[config.mk]
export PLATFORM = sky130hd
export DESIGN_NAME = dcm_lock_supervisor
export DESIGN_NICKNAME = d
export VERILOG_FILES = /design/src/rtl/dcm_lock_supervisor.sv
export SDC_FILE = /design/constraint.sdc
export NUM_CORES = 1
export LEC_CHECK = 0
export BUFFER_PORTS_ARGS = -buffer_cell sky130_fd_sc_hd__buf_4
export CAP_MARGIN = 20
export CORE_UTILIZATION = 61
export DETAILED_ROUTE_END_ITERATION = 10
export GPL_TIMING_DRIVEN = 0
export HOLD_SLACK_MARGIN = 0.06
export PLACE_DENSITY = 0.81
export SYNTH_ARGS = -nofsm -noshare
export SYNTH_HDL_FRONTEND = slang
export SYNTH_SLANG_ARGS = --single-unit
export TNS_END_PERCENT = 10
[constraint.sdc]
create_clock -name input_clk -period 2.4 [get_ports input_clk]
set_clock_uncertainty 0.05 [all_clocks]
set_input_delay 0.48 -clock input_clk [delete_from_list [all_inputs] [get_ports input_clk]]
set_output_delay 0.48 -clock input_clk [all_outputs]
set_load 0.005 [all_outputs]
[src/rtl/dcm_lock_supervisor.sv]
// Per-channel DCM lock supervisor: LOCKED synchroniser, lock debounce, unlock watchdog, DCM reset pulser
// and retry counter. Define DCM_SUP_FAULT_LATCH_EN to give up (fault) after MAX_RETRIES reset pulses.
module dcm_lock_supervisor #(
  parameter  int NUM_CHANNELS       = 3,
  parameter  int TIMEOUT_CYCLES     = 50000,
  parameter  int RESET_PULSE_CYCLES = 10,
  parameter  int STABLE_CYCLES      = 16,
  parameter  int MAX_RETRIES        = 7,
  parameter  int TIMER_WIDTH        = 16,
  localparam int RETRY_W            = $clog2(MAX_RETRIES + 1)
) (
  input  logic                              input_clk,
  input  logic                              reset_n,
  input  logic [NUM_CHANNELS-1:0]           dcm_locked,
  input  logic                              fault_clear,
  output logic [NUM_CHANNELS-1:0]           dcm_reset,
  output logic [NUM_CHANNELS-1:0]           clock_ready,
  output logic                              all_ready,
  output logic [NUM_CHANNELS-1:0]           fault,
  output logic [NUM_CHANNELS*RETRY_W-1:0]   retry_count
);

  typedef enum logic [2:0] {
    ST_WAIT,
    ST_STABLE,
    ST_READY,
    ST_RESET,
    ST_FAULT
  } state_e;

  localparam logic [TIMER_WIDTH-1:0] TIMEOUT_LAST = TIMER_WIDTH'(TIMEOUT_CYCLES - 1);
  localparam logic [TIMER_WIDTH-1:0] PULSE_LAST   = TIMER_WIDTH'(RESET_PULSE_CYCLES - 1);
  localparam logic [TIMER_WIDTH-1:0] STABLE_LAST  = TIMER_WIDTH'(STABLE_CYCLES - 1);
  localparam logic [RETRY_W-1:0]     RETRY_MAX    = RETRY_W'(MAX_RETRIES);

  logic [NUM_CHANNELS-1:0] sync1_q;
  logic [NUM_CHANNELS-1:0] lk_q;
  logic [NUM_CHANNELS-1:0] ready_d;
  logic                    all_ready_q;

  // NOTE: sequential state uses non-blocking assignments so every flop samples pre-edge values.
  always_ff @(posedge input_clk or negedge reset_n) begin
    if (!reset_n) begin
      sync1_q     <= '0;
      lk_q        <= '0;
      all_ready_q <= 1'b0;
    end else begin
      sync1_q     <= dcm_locked;
      lk_q        <= sync1_q;
      all_ready_q <= &ready_d;
    end
  end

  assign all_ready = all_ready_q;

  for (genvar ch = 0; ch < NUM_CHANNELS; ch++) begin : g_ch
    state_e                 state_q, state_d;
    logic [TIMER_WIDTH-1:0] timer_q, timer_d;
    logic [RETRY_W-1:0]     retry_q, retry_d;
    logic [RETRY_W-1:0]     retry_inc;
    logic                   dcm_reset_q;
    logic                   ready_q;

    assign retry_inc = (retry_q == RETRY_MAX) ? retry_q : retry_q + 1'b1;

    // NOTE: every always_comb output gets a default first, so no path can infer a latch.
    always_comb begin
      state_d = state_q;
      timer_d = timer_q;
      retry_d = retry_q;
      unique case (state_q)
        ST_WAIT: begin
          if (lk_q[ch]) begin
            state_d = ST_STABLE;
            timer_d = '0;
          end else if (timer_q == TIMEOUT_LAST) begin
            state_d = ST_RESET;
            timer_d = '0;
          end else begin
            timer_d = timer_q + 1'b1;
          end
        end
        ST_STABLE: begin
          // Lock loss takes priority over reaching the stable terminal count.
          if (!lk_q[ch]) begin
            state_d = ST_WAIT;
            timer_d = '0;
          end else if (timer_q == STABLE_LAST) begin
            state_d = ST_READY;
            timer_d = '0;
            retry_d = '0;
          end else begin
            timer_d = timer_q + 1'b1;
          end
        end
        ST_READY: begin
          timer_d = '0;
          if (!lk_q[ch]) state_d = ST_WAIT;
        end
        ST_RESET: begin
          if (timer_q == PULSE_LAST) begin
            timer_d = '0;
            retry_d = retry_inc;
`ifdef DCM_SUP_FAULT_LATCH_EN
            state_d = (retry_inc == RETRY_MAX) ? ST_FAULT : ST_WAIT;
`else
            state_d = ST_WAIT;
`endif
          end else begin
            timer_d = timer_q + 1'b1;
          end
        end
`ifdef DCM_SUP_FAULT_LATCH_EN
        ST_FAULT: begin
          timer_d = '0;
          if (fault_clear) begin
            state_d = ST_WAIT;
            retry_d = '0;
          end
        end
`endif
        default: begin
          state_d = ST_WAIT;
          timer_d = '0;
        end
      endcase
    end

    assign ready_d[ch] = (state_d == ST_READY);

    always_ff @(posedge input_clk or negedge reset_n) begin
      if (!reset_n) begin
        state_q     <= ST_WAIT;
        timer_q     <= '0;
        retry_q     <= '0;
        dcm_reset_q <= 1'b0;
        ready_q     <= 1'b0;
      end else begin
        state_q     <= state_d;
        timer_q     <= timer_d;
        retry_q     <= retry_d;
        dcm_reset_q <= (state_d == ST_RESET) || (state_d == ST_FAULT);
        ready_q     <= ready_d[ch];
      end
    end

    assign dcm_reset[ch]                       = dcm_reset_q;
    assign clock_ready[ch]                     = ready_q;
    assign retry_count[ch*RETRY_W +: RETRY_W]  = retry_q;

`ifdef DCM_SUP_FAULT_LATCH_EN
    logic fault_q;

    always_ff @(posedge input_clk or negedge reset_n) begin
      if (!reset_n) fault_q <= 1'b0;
      else          fault_q <= (state_d == ST_FAULT);
    end

    assign fault[ch] = fault_q;
`endif
  end

`ifndef DCM_SUP_FAULT_LATCH_EN
  // Without the fault latch the supervisor retries forever and fault_clear has nothing to act on.
  logic unused_fault_clear;
  assign unused_fault_clear = fault_clear;
  assign fault              = '0;
`endif

endmodule

==> flow_metrics.py <==
metrics = {
    "logic_synthesis": {
        "synthCells": 418,
        "ys.flop_type": "dfrtp_1",
        "syn-cell-area_mm2": 0.00422,
        "synth_top_family_by_area": "simple AND/OR/NAND/NOR gates",
        "ys_warn_count": 0,
        "synth_area_leaders": "dfrtp_1 (47%), xnor2_1 (5.0%), ha_1 (3.6%), a21oi_1 (3.3%), a31oi_1 (2.5%)",
        "synth_seq_cells": 79,
        "synth_compound_area_share_pct": 12.8,
        "synth-xor-area-share_pct": 7.27,
        "synthArstFlopShare_pct": 100,
        "synth_enable_flop_cells": 0,
        "synth-simple-area-share_pct": 23.2,
        "yosysTopAreaCell": "dfrtp_1",
        "muxShareOfSynthArea_pct": 1.48,
        "ys_types": 56,
        "seq_area_frac_synth_pct": 46.9,
        "syn_avg_cell_area_um2": 10.1,
        "yosysTopAreaCellShare_pct": 46.9,
        "synth_fa_ha_area_share_pct": 3.56,
    },
    "global_routing": {
        "grt_max_degree": 80,
        "grt_pass1_vias": 3265,
        "grt_pass1_wl_mm": 14.9,
        "grt_use_total_pct": 26.0,
        "antenna_found_initial": 0,
        "overflow": 0,
    },
    "sta": {
        "max_freq_mhz": 443,
        "drv_slew": 0,
        "setup_viol": 0,
        "finalCritPeriodShare_pct": 94.2,
        "tightest_slew_ns": 0.967,
        "hold_viol": 0,
        "slew_headroom_pct": 35.5,
        "setup-tns-final_ns": 0,
        "rsz0062_at_grt": "false",
        "fin_crit_ns": 2.26,
    },
    "power": {
        "irDropWorstVdd_v": 0.000283,
        "p_per_area_mw_per_mm2": 558,
        "p_leak_nw": 1.93,
    },
    "detailed_routing": {
        "routed_via_density": 6.28,
        "avgRoutedWirePerCell_um": 16.1,
        "via_count": 3360,
        "drt_pass1_iterations": 5,
        "finalWirelength_mm": 8.62,
        "drc": 0,
        "ant_nets": 0,
        "drt_iter0_markers": 319,
    },
    "layout": {
        "final_common_cell": "dfrtp_1",
        "n_fill_cell": 501,
        "multiInputGateArea_mm2": 0.00210,
        "final_layout_size_suffix_gt1_share_pct": 14.8,
        "antennaDiodeCount": 0,
        "area_growth_pct": 12.8,
        "final_util_pct": 73.3,
        "mostFrequentLayoutCells": "dfrtp_1 (79), buf_4 (30), a21oi_1 (28), nand2_1 (26), xnor2_1 (24)",
        "seqCellArea_mm2": 0.00198,
        "nNetsFinal": 471,
    },
    "cts": {
        "hold_buffers": 0,
        "cts_buffers": 9,
        "cts.path.max_buffers": 2,
        "cts-root-buf": "clkbuf_8",
        "cts_tree": "yes",
        "cts-resized-gates": 0,
        "h-tree-depth": 3,
        "cts_num_sinks": 79,
        "cts_setup_buffers": 0,
        "clk_pin_slew_ns": 0.08,
        "clock_latency_ns": 0.35,
    },
    "setup_path": {
        "crit_slowest_cell": "dfrtp_1",
        "cp.required_ns": 2.57,
        "crit_type": "reg2reg",
        "cpLargestDelayFamily": "simple AND/OR/NAND/NOR gates",
        "cp.arrival_ns": 2.43,
        "reg2reg_to": "g_ch[2].timer_q[11]",
        "critPathBufInv": 1,
        "crit_chain": "ha_1, nor4bb_1, nand4_1, nand2b_1, buf_2, a21oi_1",
        "r2r_slack_ns": 0.14,
        "r2r_cells": 6,
        "slowest_delay_ns": 0.44,
        "rr_startpoint": "g_ch[2].timer_q[0]",
        "critical_path.max_fanout": 10,
        "crit_path_start_kind": "flip-flop",
        "cp-end-kind": "flip-flop",
    },
    "worst_hold_path": {
        "hold_end": "sync1_q[1]",
        "whs_path_depth": 1,
        "hp-start": "dcm_locked[1]",
        "hold_path.class": "in2reg",
    },
    "placement": {
        "numPortBuffers": 20,
        "hpwl_mm": 5.83,
        "place.gp.congestion": 0.888,
    },
    "status": {
        "status": "complete, no violations",
    },
    "floorplan": {
        "num_rows": 29,
        "ioPinCount": 25,
        "die_w_um": 85.2,
        "die-area_mm2": 0.00725,
        "initial_core_util_pct": 65.0,
        "fp.dieH_um": 85.2,
        "coreArea_mm2": 0.00649,
    },
    "run": {
        "drv_cap": 0,
    },
}
==> power breakdown <==
| group | switching [mW] | internal, mW | total (mW) | leakage [nW] |
|---|---|---|---|---|
| combinational | 0.0714 | 0.0368 | 0.108 | 0.732 |
| sequential | 0.0231 | 1.35 | 1.37 | 1.08 |
| clock | 0.454 | 0.721 | 1.18 | 0.118 |
==> cells by family (layout without fill, tap and decap cells) <==
family | Yosys count | after routing
other cells | 1 | 6
xor+xnor | 35 | 35
fa+ha+maj | 12 | 12
simple gates | 163 | 163
compound gates | 83 | 83
mux | 6 | 6
buf+inv | 39 | 74
flops | 79 | 79
==> layout make-up <==
class	count	share of cell area [%]
multi-input cells	305	44.1
clock buffers	13	3.13
inverters	17	1.34
repair buffers	20	3.16
well taps	77	2.02
plain buffers	21	2.76
flip-flops and latches	79	41.5
clock inverters	3	1.89
==> metal layers <==
layer	global-route usage, %	up-vias	wire, um
li1	-	1599	-
met1	32.6	1638	3710
met2	45.4	110	4390
met3	3.50	13	428
met4	10.8	0	92
met5	0	-	0
==> flip-flops by register name, indices dropped and copies added, names as in the netlist <==
name              count
g_ch.timer_q         48
all_ready             1
g_ch.state_q          9
g_ch.dcm_reset_q      3
g_ch.ready_q          3
g_ch.retry_q          9
sync1_q               3
lk_q                  3
==> synthesized netlist by cell type, drive strengths merged (9+ instances only) <==
library cell / count
nand2: 26
xnor2: 24
and4: 9
inv: 17
dfrtp: 79
nor3: 15
nor4: 16
a31oi: 17
or3: 12
nand3: 23
buf: 17
ha: 12
nor2: 13
xor2: 11
a21oi: 28
nand4: 14
o21ai: 15
==> through the flow <==
stage / std cells / instance area, um2 / worst slack (ns) / power, mW / hold WS, ns
CTS: 536 / 4720 / 0.0413 / 2.68 / 0.170
detailed placement: 520 / 4480 / 0.0638 / 1.51 / 0.285
finish: 535 / 4760 / 0.140 / 2.66 / 0.181
global placement: 520 / 4480 / 0.154 / 1.50 / 0.282
floorplan: 423 / 4240 / 0.502 / 1.46 / 0.134
global route: 535 / 4760 / 0.00141 / 2.75 / 0.171
==> how the worst max path moves through the flow <==
stage / startpoint / end / slack (ns) / cells past startpoint
floorplan: g_ch[2].timer_q[11] / g_ch[2].timer_q[10] / 0.50 / 5
global placement: g_ch[0].timer_q[10] / g_ch[0].timer_q[11] / 0.15 / 5
detailed placement: g_ch[2].timer_q[0] / g_ch[2].timer_q[11] / 0.06 / 7
CTS: g_ch[1].timer_q[11] / g_ch[1].timer_q[3] / 0.04 / 5
global route: g_ch[1].timer_q[0] / g_ch[1].timer_q[3] / 0.001 / 6
finish: g_ch[2].timer_q[0] / g_ch[2].timer_q[11] / 0.14 / 6
Power figures use the tool's default switching activity.
